### config.mk
export PLATFORM = sky130hd
export DESIGN_NAME = tdm_delay_framer
export DESIGN_NICKNAME = d
export VERILOG_FILES = /design/src/rtl/tdm_conv_pkg.sv /design/src/rtl/tdm_edge_sync.sv /design/src/rtl/tdm_delay_framer.sv
export SDC_FILE = /design/constraint.sdc
export NUM_CORES = 1
export LEC_CHECK = 0
export CAP_MARGIN = 20
export CORE_ASPECT_RATIO = 1.1
export CORE_MARGIN = 10
export CORE_UTILIZATION = 56
export DETAILED_ROUTE_END_ITERATION = 6
export PLACE_DENSITY = 0.7
export SLEW_MARGIN = 10
export SYNTH_ARGS = -nofsm -noshare
export SYNTH_HDL_FRONTEND = slang
export SYNTH_SLANG_ARGS = --single-unit
### constraint.sdc
create_clock -name clk50 -period 6.5 [get_ports clk50]
set_clock_uncertainty 0.1 [all_clocks]
set_input_delay 1.625 -clock clk50 [delete_from_list [all_inputs] [get_ports clk50]]
set_output_delay 1.625 -clock clk50 [all_outputs]
set_load 0.01 [all_outputs]
### src/rtl/tdm_conv_pkg.sv
// Shared types and constants for the TDM/STM delay framer.
// Holds the lock-state encoding, the default parameters and a clog2 helper.
package tdm_conv_pkg;

    typedef enum logic [1:0] {
        SEARCH = 2'd0,
        CHECK  = 2'd1,
        LOCKED = 2'd2
    } lock_state_t;

    localparam int DEF_DELAY_BITS  = 384;
    localparam int DEF_LANES       = 1;
    localparam int DEF_FRAME_BITS  = 1024;
    localparam int DEF_SLOT_PERIOD = 24;
    localparam int DEF_SLOT_COUNT  = 3;
    localparam int DEF_SYNC_STAGES = 2;

    // Never returns less than 1 so it can size a vector directly.
    function automatic int clog2(input int value);
        int result;
        result = 1;
        for (int i = 1; i < 31; i++) begin
            if ((1 << i) < value) begin
                result = i + 1;
            end
        end
        return result;
    endfunction

endpackage

### src/rtl/tdm_edge_sync.sv
// Oversampling synchroniser for a sampled clock plus its data bundle.
// Decodes rise/fall from the last stage and masks edges right after reset.
module tdm_edge_sync
    import tdm_conv_pkg::*;
#(
    parameter int WIDTH  = 1,
    parameter int STAGES = DEF_SYNC_STAGES
) (
    input  logic             clk50,
    input  logic             reset,
    input  logic             clk_in,
    input  logic [WIDTH-1:0] data_in,
    output logic [WIDTH-1:0] data_out,
    output logic             rise,
    output logic             fall
);

    localparam int              MW        = clog2(STAGES + 2);
    localparam logic [MW-1:0]   MASK_DONE = MW'(STAGES + 1);

    // Bit 0 of every stage carries the clock, the upper bits its data.
    logic [STAGES-1:0][WIDTH:0] sync_q, sync_d;
    logic                       hist_q, hist_d;
    logic [MW-1:0]              mask_q, mask_d;
    logic                       armed;

    always_comb begin
        sync_d = {sync_q[STAGES-2:0], {data_in, clk_in}};
        hist_d = sync_q[STAGES-1][0];
        mask_d = (mask_q == MASK_DONE) ? mask_q : mask_q + 1'b1;
    end

    always_ff @(posedge clk50 or posedge reset) begin
        if (reset) begin
            sync_q <= '0;
            hist_q <= 1'b0;
            mask_q <= '0;
        end else begin
            sync_q <= sync_d;
            hist_q <= hist_d;
            mask_q <= mask_d;
        end
    end

    // Until the chain has refilled, a level already present at release looks like an edge.
    assign armed    = (mask_q == MASK_DONE);
    assign rise     = armed &  sync_q[STAGES-1][0] & ~hist_q;
    assign fall     = armed & ~sync_q[STAGES-1][0] &  hist_q;
    assign data_out = sync_q[STAGES-1][WIDTH:1];

endmodule

### src/rtl/tdm_delay_framer.sv
// Delays STM serial lanes by DELAY_BITS STM clocks and tracks TDM frame position,
// slot strobes and frame lock, all oversampled in the clk50 domain.
module tdm_delay_framer
    import tdm_conv_pkg::*;
#(
    parameter int DELAY_BITS  = DEF_DELAY_BITS,
    parameter int LANES       = DEF_LANES,
    parameter int FRAME_BITS  = DEF_FRAME_BITS,
    parameter int SLOT_PERIOD = DEF_SLOT_PERIOD,
    parameter int SLOT_COUNT  = DEF_SLOT_COUNT,
    parameter int SYNC_STAGES = DEF_SYNC_STAGES
) (
    input  logic                         clk50,
    input  logic                         reset,
    input  logic                         c4,
    input  logic                         f0,
    input  logic                         clk_from_stm,
    input  logic [LANES-1:0]             data_from_stm,
    input  logic                         bypass,
    output logic [LANES-1:0]             data_to_stm,
    output logic                         slot_strobe,
    output logic [clog2(FRAME_BITS)-1:0] frame_pos,
    output logic                         frame_lock,
    output logic                         sync_err
);

    localparam int AW  = clog2(DELAY_BITS);
    localparam int FW  = clog2(DELAY_BITS + 1);
    localparam int PW  = clog2(FRAME_BITS);
    localparam int PHW = clog2(SLOT_PERIOD);
    localparam int IW  = clog2(SLOT_COUNT + 1);

    localparam logic [AW-1:0]  PTR_LAST   = AW'(DELAY_BITS - 1);
    localparam logic [FW-1:0]  FILL_FULL  = FW'(DELAY_BITS);
    localparam logic [PW-1:0]  POS_LAST   = PW'(FRAME_BITS - 1);
    localparam logic [PHW-1:0] PHASE_LAST = PHW'(SLOT_PERIOD - 1);
    localparam logic [IW-1:0]  IDX_END    = IW'(SLOT_COUNT);

    logic             c4_rise, unused_c4_fall, stm_rise, stm_fall;
    logic [0:0]       f0_s;
    logic [LANES-1:0] stm_data;

    tdm_edge_sync #(.WIDTH(1), .STAGES(SYNC_STAGES)) u_c4_sync (
        .clk50    (clk50),
        .reset    (reset),
        .clk_in   (c4),
        .data_in  (f0),
        .data_out (f0_s),
        .rise     (c4_rise),
        .fall     (unused_c4_fall)
    );

    tdm_edge_sync #(.WIDTH(LANES), .STAGES(SYNC_STAGES)) u_stm_sync (
        .clk50    (clk50),
        .reset    (reset),
        .clk_in   (clk_from_stm),
        .data_in  (data_from_stm),
        .data_out (stm_data),
        .rise     (stm_rise),
        .fall     (stm_fall)
    );

    // ---------------- delay line ----------------
    logic [LANES-1:0] delay_buf [DELAY_BITS];
    logic [LANES-1:0] rd_q;
    logic [LANES-1:0] last_q, last_d, dout_q, dout_d;
    logic [AW-1:0]    wr_ptr_q, wr_ptr_d;
    logic [FW-1:0]    fill_q, fill_d;

    // Read is prefetched every cycle; rises are always several cycles after the last write.
    always_ff @(posedge clk50) begin
        if (stm_fall) begin
            delay_buf[wr_ptr_q] <= stm_data;
        end
        rd_q <= delay_buf[wr_ptr_q];
    end

    always_comb begin
        wr_ptr_d = wr_ptr_q;
        fill_d   = fill_q;
        last_d   = last_q;
        dout_d   = dout_q;
        if (stm_fall) begin
            wr_ptr_d = (wr_ptr_q == PTR_LAST) ? '0 : wr_ptr_q + 1'b1;
            fill_d   = (fill_q == FILL_FULL) ? fill_q : fill_q + 1'b1;
            last_d   = stm_data;
        end
        if (stm_rise) begin
            if (bypass) begin
                dout_d = last_q;
            end else if (fill_q == FILL_FULL) begin
                dout_d = rd_q;
            end else begin
                dout_d = '0;
            end
        end
    end

    // ---------------- frame tracking ----------------
    lock_state_t      state_q, state_d;
    logic [PW-1:0]    pos_q, pos_d;
    logic [PHW-1:0]   phase_q, phase_d;
    logic [IW-1:0]    idx_q, idx_d;
    logic             strobe_q, strobe_d, f0_prev_q, f0_prev_d, err_q, err_d;

    always_comb begin
        state_d   = state_q;
        pos_d     = pos_q;
        phase_d   = phase_q;
        idx_d     = idx_q;
        strobe_d  = strobe_q;
        f0_prev_d = f0_prev_q;
        err_d     = 1'b0;
        if (c4_rise) begin
            f0_prev_d = f0_s[0];
            if (!f0_s[0]) begin
                pos_d    = '0;
                phase_d  = '0;
                idx_d    = '0;
                strobe_d = 1'b0;
                if (f0_prev_q) begin
                    if (state_q == SEARCH) begin
                        state_d = CHECK;
                    end else if (pos_q == POS_LAST) begin
                        state_d = LOCKED;
                    end else begin
                        state_d = CHECK;
                        err_d   = 1'b1;
                    end
                end
            end else begin
                strobe_d = (phase_q == '0) && (idx_q < IDX_END);
                if (pos_q == POS_LAST) begin
                    pos_d   = '0;
                    phase_d = '0;
                    idx_d   = '0;
                    if (state_q != SEARCH) begin
                        state_d = SEARCH;
                        err_d   = 1'b1;
                    end
                end else begin
                    pos_d = pos_q + 1'b1;
                    if (phase_q == PHASE_LAST) begin
                        phase_d = '0;
                        idx_d   = (idx_q == IDX_END) ? idx_q : idx_q + 1'b1;
                    end else begin
                        phase_d = phase_q + 1'b1;
                    end
                end
            end
        end
    end

    always_ff @(posedge clk50 or posedge reset) begin
        if (reset) begin
            wr_ptr_q  <= '0;
            fill_q    <= '0;
            last_q    <= '0;
            dout_q    <= '0;
            state_q   <= SEARCH;
            pos_q     <= '0;
            phase_q   <= '0;
            idx_q     <= '0;
            strobe_q  <= 1'b0;
            f0_prev_q <= 1'b1;
            err_q     <= 1'b0;
        end else begin
            wr_ptr_q  <= wr_ptr_d;
            fill_q    <= fill_d;
            last_q    <= last_d;
            dout_q    <= dout_d;
            state_q   <= state_d;
            pos_q     <= pos_d;
            phase_q   <= phase_d;
            idx_q     <= idx_d;
            strobe_q  <= strobe_d;
            f0_prev_q <= f0_prev_d;
            err_q     <= err_d;
        end
    end

    assign data_to_stm = dout_q;
    assign slot_strobe = strobe_q;
    assign frame_pos   = pos_q;
    assign frame_lock  = (state_q == LOCKED);
    assign sync_err    = err_q;

endmodule

==> impl_results.rst, run 1 <==
.. list-table::
   :header-rows: 1

   * - Metric
     - Value
   * - # diodes
     - 0
   * - Reported leakage power
     - 6.61 nW
   * - Antenna Violating Nets Remaining
     - 0
   * - Launching element of the worst setup path
     - wr_ptr_q[1]
   * - Buf/Inv on CP
     - 1
   * - Crit path time final
     - 3.83 ns
   * - Result of the run
     - complete, no violations
   * - Origin of the critical flop-to-flop path
     - wr_ptr_q[1]
   * - Most used DFF post-synth
     - sky130_fd_sc_hd__edfxtp_1
   * - Max stage delay cell, worst path
     - sky130_fd_sc_hd__dfrtp_4
   * - CTS tree
     - built
   * - IO buf count
     - 20
   * - First-pass iteration count of the detailed router
     - 5
   * - Slowest stage delay, CP
     - 1.12 ns
   * - Fraction of synthesized area in multiplexers
     - 12.2%
   * - Number of cells upsized or downsized after cts
     - 0
   * - Worst hold path type
     - reg -> reg
   * - Chip height
     - 214 um
   * - Total I/O pin count
     - 21
   * - Total number of vias
     - 11,500
   * - Detailed Route Iter0 Violations
     - 1,209
   * - Pin count of the biggest net entering global routing
     - 210
   * - Capturing instance or port of the critical path
     - rd_q
   * - Setup repair after global routing missed its margin
     - no
   * - Worst flop-to-flop path endpoint
     - rd_q
   * - Total wirelength of the detailed-routed design
     - 43.2 mm
   * - Crit. path cell count
     - 8
   * - Half-perimeter wire length after placement
     - 24.6 mm
   * - PnR Total Power
     - 6.98 mW
   * - EDFF count, synth
     - 384
   * - Leading area contributor after synthesis
     - sky130_fd_sc_hd__edfxtp_1
   * - Dominant combinational cell family by area after synthesis
     - simple AND/OR/NAND/NOR gates
   * - Final global-route overflow total
     - 0
   * - Area delta synth->final
     - 9.72%
   * - Compound-cell area share of the yosys netlist
     - 3.41%
   * - Share of synthesized flip-flops with an asynchronous set or reset
     - 12.7%
   * - Wire length of the first global-routing pass
     - 67.3 mm
   * - Initial cell density of the core
     - 56.5%
   * - Register bit total from synthesis
     - 441
   * - Peak-usage layer in the global routing report
     - met2
   * - Finish-stage setup viols
     - 0
   * - Buffer depth of the longest clock path
     - 3
   * - Cell types with the largest area share after synthesis
     - sky130_fd_sc_hd__edfxtp_1 60%, sky130_fd_sc_hd__mux4_2 9.8%, sky130_fd_sc_hd__nor2_1 8.0%
   * - Distinct cell type count after synthesis
     - 55
   * - Count of buffers added by post-CTS timing repair for setup
     - 0
   * - Cell breakdown of the critical path
     - buf_4 > mux2_2 > o21ai_0 > a21oi_1 > o41ai_1 > a31oi_1 > nor4_1 > o2111ai_1
   * - Met3 GRT Util
     - 3.39%
   * - Clk Latency, worst-skew pair
     - 0.57 ns
   * - Antenna violations before repair
     - 0
   * - Crit path max-delay family
     - flip-flops
   * - Nets
     - 1,414
   * - Fin. Hold Viols
     - 0
   * - Largest vdd supply drop
     - 0.000239 V
   * - Hold slack
     - 0.251 ns
   * - Via count of the first global-routing pass
     - 11,500
   * - Clock Pin Slew Worst Setup and Hold Paths
     - 0.07 ns
   * - Area share of the leading cell type in the synthesized netlist
     - 60.0%
   * - Cell Pwr Density
     - 331 mW/mm^2
   * - Type of the worst setup path
     - reg -> reg
   * - Xor-xnor portion of the synthesized cell area
     - 0.820%
   * - Worst-case reg-to-reg path depth
     - 8
   * - Number of buffers inserted by hold repair at cts
     - 0
   * - FILL cells
     - 2,556
   * - Sequential-to-total area share from yosys stat
     - 67.4%
   * - Slew at the pin with the worst max-slew slack
     - 1.09 ns
   * - Setup Total Neg Slack
     - 0 ns
   * - Met1 Usage GRT
     - 27.7%
   * - Proportion of layout cells with a drive suffix above 1
     - 14.0%
   * - Met2 track utilization from global routing
     - 33.1%
   * - TritonCTS Sinks
     - 441
   * - Slew Limit Fails
     - 0
   * - Warnings, synthesis
     - 0
   * - Routed wire length per instance
     - 23.1 um
   * - CORE AREA
     - 0.0340 mm^2
   * - Count of max-cap constraint violations
     - 0
   * - Area taken by flip-flops and latches
     - 0.0130 mm^2
   * - All-Layer GR Usage
     - 20.5%
   * - Num CTS Buffers
     - 45
   * - Gate Count Post-Synth
     - 1,404
   * - CP Data Required Time
     - 6.83 ns
   * - Row Count
     - 71
   * - Mean cell area of the mapped netlist
     - 13.7 um^2
   * - Simple-gate area share of the yosys netlist
     - 12.7%
   * - Area of combinational cells with multiple inputs
     - 0.00574 mm^2
   * - Die Span X
     - 197 um
   * - Critical path data arrival time
     - 4.16 ns
   * - Headroom to the max-slew limit
     - 27.5%
   * - Weighted congestion at the end of routability-driven global placement
     - 0.877
   * - Startpoint Class
     - flip-flop
   * - Adder and majority cell fraction of the synthesized area
     - 0.781%
   * - Syn Std Cell Area
     - 0.0192 mm^2
   * - Critical-path maximum fanout
     - 61
   * - Number of H-tree levels
     - 2
   * - Share of the cycle needed by the critical path after routing
     - 58.9%
   * - Die footprint
     - 0.0421 mm^2
   * - Internal reg-to-reg setup slack
     - 2.67 ns
   * - CTS Root Cell
     - sky130_fd_sc_hd__clkbuf_16
   * - F_max
     - 261 MHz
   * - Capturing element type of the critical path
     - flip-flop
   * - Syn nets
     - 1,423
   * - Number of remaining DRC errors
     - 0
   * - Via count normalized by instance count
     - 6.16
-- worst min-delay path by stage --
stage / startpoint / endpoint / slack [ns] / cells after the start
floorplan: u_c4_sync.sync_d[3] / u_c4_sync.data_out / 0.23 / 0
global placement: u_c4_sync.sync_d[3] / u_c4_sync.data_out / 0.23 / 0
detailed placement: u_stm_sync.sync_d[3] / u_stm_sync.data_out / 0.24 / 0
CTS: u_c4_sync.sync_d[2] / u_c4_sync.hist_d / 0.25 / 0
global route: u_stm_sync.sync_d[3] / u_stm_sync.data_out / 0.26 / 0
finish: u_c4_sync.sync_d[2] / u_c4_sync.hist_d / 0.25 / 0
-- power breakdown --
group / internal [mW] / switching (mW) / total, mW / leakage (nW)
clock network: 1.33 / 1.08 / 2.41 / 0.687
logic: 0.565 / 0.661 / 1.23 / 1.76
registers: 3.13 / 0.207 / 3.34 / 4.16
-- registers in the layout, indices dropped and copies added, names as in the netlist, 2 cells and up --
register,count
frame_pos,10
u_stm_sync.sync_d,2
u_c4_sync.sync_d,2
fill_q,9
u_c4_sync.mask_q,2
phase_q,5
wr_ptr_q,9
delay_buf,384
state_q,2
idx_q,2
u_stm_sync.mask_q,2
-- per-stage QoR --
stage	setup slack (ns)	instances	area [um^2]	utilization, %
after floorplan	0.677	1404	19200	-
after global placement	2.72	1786	19700	58.0
after detailed placement	2.69	1786	19700	58.0
after CTS	2.67	1868	21100	62.0
after global routing	2.40	1868	21100	62.0
final	2.67	1868	21100	62.0
-- cells in the final DEF, fill, tap and decap left out, types with 7 or more instances in the layout --
cell	synthesis	layout
sky130_fd_sc_hd__mux2i_1	33	33
sky130_fd_sc_hd__nand3_1	36	36
sky130_fd_sc_hd__nor2b_1	19	19
sky130_fd_sc_hd__buf_4	9	26
sky130_fd_sc_hd__a22oi_1	8	8
sky130_fd_sc_hd__nand2_1	82	82
sky130_fd_sc_hd__a21oi_1	13	13
sky130_fd_sc_hd__clkdlybuf4s50_1	0	20
sky130_fd_sc_hd__mux4_2	84	84
sky130_fd_sc_hd__clkinv_2	0	18
sky130_fd_sc_hd__dfrtp_1	55	51
sky130_fd_sc_hd__mux2_2	10	10
sky130_fd_sc_hd__clkbuf_16	0	45
sky130_fd_sc_hd__inv_1	11	10
sky130_fd_sc_hd__nand2b_1	8	8
sky130_fd_sc_hd__a211oi_1	18	18
sky130_fd_sc_hd__xnor2_1	12	12
sky130_fd_sc_hd__nor2_1	409	409
sky130_fd_sc_hd__edfxtp_1	384	384
sky130_fd_sc_hd__o21ai_0	25	25
sky130_fd_sc_hd__ha_1	12	12
sky130_fd_sc_hd__nor4_1	7	7
-- cell type report --
type	instances	share of cell area (%)
timing repair buffer	47	1.97
inverter	12	0.214
clock buffer	52	5.51
sequential	441	61.5
clock inverter	30	0.961
tap	438	2.60
multi-input combinational	848	27.2
-- worst reg2reg max path: cells and delay by family, from the launching register on --
family                 cells  cell delay (ns)
AOI/OAI and AO/OA          5             0.91
and+or+nand+nor            1             0.34
DFF                        1             1.12
buffers and inverters      1             0.79
muxes                      1             0.43
-- kinds of logic (layout without fill, tap and decap cells) --
kind of cell / after synthesis / count (layout)
and+or+nand+nor: 592 / 592
DFF: 441 / 441
muxes: 127 / 127
buffers and inverters: 115 / 141
AOI/OAI and AO/OA: 99 / 99
xor gates and xnor gates: 18 / 18
adders and majority gates: 12 / 12
-- cells in the mapped netlist (2+ instances only) --
library cell	count
sky130_fd_sc_hd__nor2_1	409
sky130_fd_sc_hd__edfxtp_1	384
sky130_fd_sc_hd__mux4_2	84
sky130_fd_sc_hd__nand2_1	82
sky130_fd_sc_hd__clkbuf_1	76
sky130_fd_sc_hd__dfrtp_1	55
sky130_fd_sc_hd__nand3_1	36
sky130_fd_sc_hd__mux2i_1	33
sky130_fd_sc_hd__o21ai_0	25
sky130_fd_sc_hd__nor2b_1	19
sky130_fd_sc_hd__a211oi_1	18
sky130_fd_sc_hd__a21oi_1	13
sky130_fd_sc_hd__ha_1	12
sky130_fd_sc_hd__xnor2_1	12
sky130_fd_sc_hd__inv_1	11
sky130_fd_sc_hd__mux2_2	10
sky130_fd_sc_hd__buf_2	9
sky130_fd_sc_hd__buf_4	9
sky130_fd_sc_hd__a22oi_1	8
sky130_fd_sc_hd__nand2b_1	8
sky130_fd_sc_hd__nor4_1	7
sky130_fd_sc_hd__a31oi_1	6
sky130_fd_sc_hd__and2_1	6
sky130_fd_sc_hd__nand4_1	6
sky130_fd_sc_hd__xor2_1	6
sky130_fd_sc_hd__o31ai_1	5
sky130_fd_sc_hd__and3b_1	4
sky130_fd_sc_hd__buf_1	4
sky130_fd_sc_hd__buf_6	4
sky130_fd_sc_hd__nor3_1	4
sky130_fd_sc_hd__a2111oi_0	3
sky130_fd_sc_hd__nand3b_1	3
sky130_fd_sc_hd__o211ai_1	3
sky130_fd_sc_hd__o22ai_1	3
sky130_fd_sc_hd__a21o_1	2
sky130_fd_sc_hd__a221oi_1	2
sky130_fd_sc_hd__a22o_1	2
sky130_fd_sc_hd__and3_1	2
sky130_fd_sc_hd__nor3b_1	2
sky130_fd_sc_hd__o41ai_1	2
-- layer usage --
layer | part of all wire (%) | vias to the layer above | wire (um)
met2 | 49 | 441 | 21300
met1 | 40 | 5887 | 17400
met4 | 3.0 | 0 | 1300
met3 | 7.3 | 95 | 3160
met5 | 0 | - | 0
li1 | - | 5090 | -
(Power assumes the default switching activity.)
==> run 2, diff against run 1 <==
Settings changed: PLACE_DENSITY 0.7 to 0.73.
Clock period 6.5 ns to 3.5 ns, I/O delays scaled along.
==> run 2 against run 1 <==
Effect of this change:
- routed wire length is 1.2% higher
- hold slack hardly changed
- clock power is 91% higher
- non-clock buffer count is 44 higher
- combinational power is 110% higher
- utilization is 1.3 points higher
- die area stayed put
- global-route usage is 0.41 points higher
- flip-flop and latch count stayed put
==> impl_results.rst, run 2 (same netlist as run 1, synthesis figures left out) <==
.. list-table::
   :header-rows: 1

   * - Metric
     - Value
   * - Result of the run
     - complete, no violations
   * - Die Span X
     - 197 um
   * - CORE AREA
     - 0.0340 mm^2
   * - Critical path data arrival time
     - 3.45 ns
   * - PnR Total Power
     - 13.3 mW
   * - FILL cells
     - 2,491
   * - Number of remaining DRC errors
     - 0
   * - Cell breakdown of the critical path
     - buf_4 > mux4_2 > mux4_2 > a21o_1 > o31ai_1 > o2111ai_1
   * - TritonCTS Sinks
     - 441
   * - Cell Pwr Density
     - 617 mW/mm^2
   * - Clock Pin Slew Worst Setup and Hold Paths
     - 0.06 ns
   * - Die footprint
     - 0.0421 mm^2
   * - Clk Latency, worst-skew pair
     - 0.56 ns
   * - Via count of the first global-routing pass
     - 11,800
   * - Headroom to the max-slew limit
     - 31.4%
   * - Worst hold path type
     - reg -> reg
   * - Total I/O pin count
     - 21
   * - Proportion of layout cells with a drive suffix above 1
     - 15.9%
   * - Detailed Route Iter0 Violations
     - 1,197
   * - IO buf count
     - 20
   * - Antenna Violating Nets Remaining
     - 0
   * - Area taken by flip-flops and latches
     - 0.0130 mm^2
   * - Crit path max-delay family
     - multiplexers
   * - Share of the cycle needed by the critical path after routing
     - 89.3%
   * - Number of buffers inserted by hold repair at cts
     - 0
   * - Setup Total Neg Slack
     - 0 ns
   * - Fin. Hold Viols
     - 0
   * - Initial cell density of the core
     - 56.5%
   * - Routed wire length per instance
     - 22.9 um
   * - All-Layer GR Usage
     - 20.9%
   * - Slowest stage delay, CP
     - 0.76 ns
   * - Half-perimeter wire length after placement
     - 26.8 mm
   * - # diodes
     - 0
   * - CP Data Required Time
     - 3.83 ns
   * - Most frequent cells in the layout
     - 409 x sky130_fd_sc_hd__nor2_1, 384 x sky130_fd_sc_hd__edfxtp_1, 84 x sky130_fd_sc_hd__mux4_2, 82 x sky130_fd_sc_hd__nand2_1, 64 x sky130_fd_sc_hd__buf_4
   * - Area delta synth->final
     - 12.1%
   * - Row Count
     - 71
   * - Final global-route overflow total
     - 0
   * - Buffer depth of the longest clock path
     - 3
   * - Wire length of the first global-routing pass
     - 68.5 mm
   * - Antenna violations before repair
     - 0
   * - Slew at the pin with the worst max-slew slack
     - 1.03 ns
   * - Pin count of the biggest net entering global routing
     - 116
   * - Slew Limit Fails
     - 0
   * - First-pass iteration count of the detailed router
     - 6
   * - F_max
     - 320 MHz
   * - Total wirelength of the detailed-routed design
     - 43.7 mm
   * - Number of cells upsized or downsized after cts
     - 0
   * - Setup repair after global routing missed its margin
     - no
   * - Worst path most repeated cell
     - sky130_fd_sc_hd__mux4_2
   * - Type of the worst setup path
     - reg -> reg
   * - Finish-stage setup viols
     - 0
   * - Reported leakage power
     - 6.84 nW
   * - Max stage delay cell, worst path
     - sky130_fd_sc_hd__dfrtp_4
   * - Number of flip-flops under the largest register name
     - 384
   * - Count of max-cap constraint violations
     - 0
   * - Via count normalized by instance count
     - 6.12
   * - Capturing element type of the critical path
     - flip-flop
   * - Register ranked first by flip-flop count
     - delay_buf
   * - Startpoint Class
     - flip-flop
   * - Count of buffers added by post-CTS timing repair for setup
     - 0
   * - Most common cell after layout, fill and taps aside
     - sky130_fd_sc_hd__nor2_1
   * - Critical-path maximum fanout
     - 26
   * - Num CTS Buffers
     - 45
   * - Hold slack
     - 0.251 ns
   * - Area of combinational cells with multiple inputs
     - 0.00574 mm^2
   * - Number of H-tree levels
     - 2
   * - Nets
     - 1,458
   * - Buf/Inv on CP
     - 1
   * - Chip height
     - 214 um
   * - Weighted congestion at the end of routability-driven global placement
     - 0.855
   * - Total number of vias
     - 11,700
   * - Crit path time final
     - 3.12 ns
   * - Largest vdd supply drop
     - 0.000413 V
   * - CTS tree
     - built
   * - CTS Root Cell
     - sky130_fd_sc_hd__clkbuf_16
-- run 2: cell count changes in the layout (fill, tap and decap cells not counted), sizes merged --
cell    previous run  this run
buf               27        71
inv               14        13
clkinv            26        12
clkbuf            52        64
bufinv             1         2
-- run 2: cell type report --
cell class	count	share of cell area, %
clock buffers	64	5.94
clock inverters	16	0.593
inverters	12	0.209
multi-input cells	848	26.7
flip-flops and latches	441	60.2
well taps	438	2.55
repair buffers	91	3.81
-- run 2: layer usage --
metal	wire (um)	global-route usage [%]
met5	0	0
met3	3330	3.56
met4	1540	7.99
met1	17000	27.5
met2	21900	34.1
-- run 2: report_power, final --
group,leakage [nW],switching (mW),internal [mW]
clock,0.687,1.93,2.68
combinational,2.00,1.41,1.20
sequential,4.16,0.253,5.81
total,6.84,3.59,9.70
-- run 2: stage by stage --
stage                     cells  setup WS (ns)  area [um^2]  utilization [%]
final                      1910          0.375        21500             63.3
after global routing       1910          0.247        21500             63.3
after CTS                  1910          0.325        21500             63.3
after detailed placement   1830          0.343        20100             59.1
after global placement     1830          0.374        20100             59.1
after floorplan            1404         0.0561        19200                -
-- run 2: path summary, 6_finish.rpt --
path | start | end | slack, ns | cells after the start
max | wr_ptr_q[0] | rd_q | 0.38 | 6
min | u_c4_sync.sync_d[2] | u_c4_sync.hist_d | 0.25 | 0
max reg2reg | wr_ptr_q[0] | rd_q | 0.38 | 6
min reg2reg | u_c4_sync.sync_d[2] | u_c4_sync.hist_d | 0.25 | 0
max in group asynchronous | reset | f0_prev_q | 2.07 | 3
min in group asynchronous | reset | u_stm_sync.hist_q | 0.53 | 2
==> RTL edit 1: new RTL, settings of run 2 <==
Make the reset (`reset`) synchronous in 2 clocked blocks.
--- a/src/rtl/tdm_edge_sync.sv
+++ b/src/rtl/tdm_edge_sync.sv
@@ -30,7 +30,7 @@
         mask_d = (mask_q == MASK_DONE) ? mask_q : mask_q + 1'b1;
     end
 
-    always_ff @(posedge clk50 or posedge reset) begin
+    always_ff @(posedge clk50) begin
         if (reset) begin
             sync_q <= '0;
             hist_q <= 1'b0;
--- a/src/rtl/tdm_delay_framer.sv
+++ b/src/rtl/tdm_delay_framer.sv
@@ -151,7 +151,7 @@
         end
     end
 
-    always_ff @(posedge clk50 or posedge reset) begin
+    always_ff @(posedge clk50) begin
         if (reset) begin
             wr_ptr_q  <= '0;
             fill_q    <= '0;
Formal check against the unedited RTL: differs if reset is asserted again (counterexample within 10 cycles, from zero or initial values and one cycle with reset high); with reset held inactive, the same outputs for 10 cycles.
==> RTL edit 1 against run 2 <==
- final area fell by 0.13%
- via count rose by 3.4%
- global-route usage rose by 0.70 points
- count of clock-buffer cells in the layout fell by 4
- synthesized cell count rose by 4.1%
- wire length rose by 2.9%
- setup slack improved by 300 ps
- area after synthesis rose by 0.38%
- sequential cell count did not move
- worst hold slack improved by 90 ps
- critical path type unchanged
- largest cell class unchanged
Power is not compared: it rests on default switching activity, and its combinational part moved more than twofold at a synthesized area within 25%.
==> RTL edit 1: results (changes against run 2) <==
VDD IR max: 0.000397 V
Buffers added on ports: 20 (unchanged)
DPL Wire Length: 27,700 um (was 26,800 um)
Post-Syn Nets: 1,480 (was 1,423)
Slew HR: 46.8% (was 31.4%)
Number of H-tree levels: 2 (unchanged)
Hold path depth: 1 (was 0)
Initial antenna violation count: 1 (was 0)
Critical-path maximum fanout: 34 (was 26)
CTS resizes: 0 (unchanged)
Clock-pin slew on the worst setup and hold paths: 60 ps (about the same)
Reg2Reg Depth: 6 (unchanged)
CTS Buffer Depth: 3 (unchanged)
Clock root cell: clkbuf_16 (unchanged)
Top cells by count, synth: nor2_1 (440), edfxtp_1 (384), nand2_1 (74) (was nor2_1 (409), edfxtp_1 (384), mux4_2 (84))
Initial DRT Pass Iterations: 5 (was 6)
Mean routed wirelength per cell: 22.9 um (about the same)
All-Layer GR Usage: 21.6% (was 20.9%)
Sequential share of the synthesized area: 65.7% (was 67.4%)
Layout cells sized above 1: 13.3% (was 15.9%)
Biggest register: delay_buf (unchanged)
Ys Warns: 0 (unchanged)
Number of synthesized flops with an enable pin: 384 (unchanged)
Via-to-Cell Ratio: 6.15 (was 6.12)
Clock latency at the later pin of the worst-skew pair: 570 ps
CP arrival: 3160 ps (was 3450 ps)
Synth area leaders: edfxtp_1 (60%), nor2_1 (8.6%), mux4_2 (6.9%), dfxtp_1 (5.9%), mux2i_1 (3.3%) (was edfxtp_1 (60%), mux4_2 (9.8%), nor2_1 (8.0%), dfrtp_1 (7.2%), mux2i_1 (1.7%))
Number of flip-flops in the largest register: 384 (unchanged)
Sw Pwr: 2030 uW
Worst min-delay path class: reg -> reg (unchanged)
Number of global-route vias before repair: 12,000 (was 11,800)
Status: completed (unchanged)
RePlAce Congestion: 0.902 (was 0.855)
Share of flip-flops with an asynchronous set or reset: 0% (was 12.7%)
Total CTS buffers: 45 (unchanged)
Fillcell total: 2,555 (was 2,491)
Cell variety after synth: 66 (was 55)
Post-CTS Setup Bufs: 0 (unchanged)
Static leakage power: 0.00650 uW
Pre-CTS setup slack: 687 ps (was 343 ps)
Initial DRC count: 1,465 (was 1,197)
Final-report setup violation count: 0 (unchanged)
Global-route wire length before repair: 70,100 um (was 68,500 um)
Largest net degree at the start of global routing: 158 (was 116)
-- RTL edit 1: cell types whose count changed in the layout (fill, tap and decap cells not counted), moves of 19 or more --
cell / delta
mux4_2: -25
dfrtp_1: -51
o21ai_0: -19
mux2i_1: +30
dfxtp_1: +52
nor2_1: +31
-- RTL edit 1: power by group through the flow --
stage / logic, uW / registers (uW) / clock network [uW]
finish: 116 / 5720 / 4680
detailed placement: 115 / 5830 / 0
floorplan: 54.4 / 5850 / 0
global route: 131 / 5720 / 4950
global placement: 111 / 5830 / 0
CTS: 116 / 5720 / 4740
-- RTL edit 1: worst paths after layout --
kind | start | end | slack, ps
max | wr_ptr_q[0] | rd_q | 680
min | u_stm_sync.sync_d[3] | u_stm_sync.data_out | 340
max reg2reg | wr_ptr_q[0] | rd_q | 680
min reg2reg | u_stm_sync.sync_d[3] | u_stm_sync.data_out | 340
-- RTL edit 1: kinds of logic after synthesis --
kind of cell    share of synthesized area, %
flops                                   65.7
fa+ha+maj                              0.778
compound gates                          3.66
mux                                     11.8
xor+xnor                                1.18
simple gates                            13.6
buf+inv                                 3.28
-- RTL edit 1: worst max-delay path, stage by stage (launching register included) --
cell and delay (ps):
dfxtp_4 750, mux4_1 670, a22oi_1 240, a21oi_1 90
nor2_1 240, nor4b_2 420, nand4b_1 140
-- RTL edit 1: per-stage QoR --
stage / util, % / hold slack (ps) / total power (uW) / std cells / instance area, sq um
2_1_floorplan: - / 312 / 5910 / 1461 / 19300
3_3_place_gp: 58.8 / 334 / 5940 / 1881 / 20100
3_5_place_dp: 58.8 / 329 / 5950 / 1881 / 20100
4_1_cts: 63.0 / 346 / 10600 / 1964 / 21500
5_1_grt: 63.0 / 362 / 10800 / 1964 / 21500
6_report: 63.0 / 341 / 10500 / 1965 / 21500
-- RTL edit 1: cell type report --
type | count | area share [%]
inverters | 15 | 0.262
repair buffers | 88 | 3.65
well taps | 438 | 2.55
flip-flops and latches | 441 | 59.0
multi-input cells | 899 | 27.8
clock buffers | 60 | 5.84
clock inverters | 23 | 0.879
diodes | 1 | 0.0116
-- RTL edit 1: metal layers --
metal / routed length [um] / part of all wire [%] / global-route usage, % / vias up
li1: - / - / - / 5365
met1: 17200 / 38 / 27.8 / 6000
met2: 22100 / 49 / 35.2 / 593
met3: 4130 / 9.2 / 5.16 / 132
met4: 1530 / 3.4 / 7.36 / 0
met5: 0 / 0 / 0 / -
==> RTL edit 2: new RTL, flow settings as in run 2 <==
Without the edit above. The package constant `DEF_SLOT_COUNT` goes from 3 to 2.
--- a/src/rtl/tdm_conv_pkg.sv
+++ b/src/rtl/tdm_conv_pkg.sv
@@ -12,7 +12,7 @@
     localparam int DEF_LANES       = 1;
     localparam int DEF_FRAME_BITS  = 1024;
     localparam int DEF_SLOT_PERIOD = 24;
-    localparam int DEF_SLOT_COUNT  = 3;
+    localparam int DEF_SLOT_COUNT  = 2;
     localparam int DEF_SYNC_STAGES = 2;
 
     // Never returns less than 1 so it can size a vector directly.
Formal check against the unedited RTL: no difference found for any inputs over 10 cycles, from zero or initial values and one cycle with reset high; that may be too few to reach the edited logic, so the function may still have changed.
==> RTL edit 2 against run 2 <==
- combinational power shrank 5%
- critical path depth is the same
- wire length grew 4.1%
- synthesized cell count grew 2.4%
- clock power grew 3%
- area after synthesis grew 1.4%
- final area grew 0.41%
- sequential cell count is the same
- setup slack gained 180 ps
- total power grew 0.45%
- first-iteration DRC count grew 6.9%
- critical path type unchanged
==> RTL edit 2: results (changes against run 2) <==
Largest net degree at the start of global routing: 281 (was 116)
Clock buffers: 54 (was 64)
Grt met2 use: 35.8% (was 34.1%)
Status: completed (unchanged)
Global-route wire length before repair: 70,900 um (was 68,500 um)
P_clk: 4740 uW (was 4610 uW)
Overall Power: 13,300 uW (about the same)
DPL Wire Length: 27,300 um (was 26,800 um)
Static leakage power: 0.00695 uW (was 0.00684 uW)
Fraction of area in multi-input gates: 27.4% (was 26.7%)
Layout non-clock buf frac: 3.17% (was 3.81%)
Number of global-route vias before repair: 12,100 (was 11,800)
R2r setup slk: 560 ps (was 380 ps)
Mean routed wirelength per cell: 23.5 um (was 22.9 um)
Synth area leaders: edfxtp_1 (59%), nor2_1 (8.0%), dfrtp_1 (7.1%), mux4_2 (5.9%), mux4_1 (4.2%) (was edfxtp_1 (60%), mux4_2 (9.8%), nor2_1 (8.0%), dfrtp_1 (7.2%), mux2i_1 (1.7%))
Delay-heaviest family, CP: compound AO/OA/AOI/OAI gates (was multiplexers)
Seq/total area: 60.0% (was 60.2%)
Via-to-Cell Ratio: 6.21 (was 6.12)
Met2 routed WL: 22,600 um (was 21,900 um)
Buffers excl. clock: 78 (was 91)
Synth Area in Compound Gates: 3.35% (was 3.41%)
Fmax: 340 MHz (was 320 MHz)
Met1 Track Usage GR: 27.7% (was 27.5%)
Sequential share of the synthesized area: 66.5% (was 67.4%)
Initial DRT Pass Iterations: 5 (was 6)
Initial DRC count: 1,279 (was 1,197)
Post-synthesis xor/xnor area fraction: 0.809% (was 0.820%)
Mux share of post-synthesis cell area: 12.4% (was 12.2%)
Met3 Usage GRT: 4.14% (was 3.56%)
Final Non-Filler Cells: 1,934 (was 1,910)
Area post-placement: 20,200 sq um (was 20,100 sq um)
Mapped cell area: 19,500 sq um (was 19,200 sq um)
RTL edit 2: changes by cell type after synthesis, moves of 8 or more:
cell	before	now
nand2_1	82	120
mux4_2	84	51
mux4_1	0	31
a211oi_1	18	2
nand3_1	36	25
clkbuf_1	76	66
buf_2	9	17
mux2i_1	33	41
RTL edit 2: worst min path at each step:
stage	from	to	slack (ps)	cells after the start
5_1_grt	u_c4_sync.sync_d[3]	u_c4_sync.data_out	270	0
6_report	u_stm_sync.sync_d[2]	u_stm_sync.hist_d	250	0
3_3_place_gp	u_c4_sync.sync_d[2]	u_c4_sync.hist_d	240	0
2_1_floorplan	u_stm_sync.sync_d[3]	u_stm_sync.data_out	230	0
3_5_place_dp	u_stm_sync.sync_d[2]	u_stm_sync.hist_d	240	0
4_1_cts	u_c4_sync.sync_d[3]	u_c4_sync.data_out	260	0
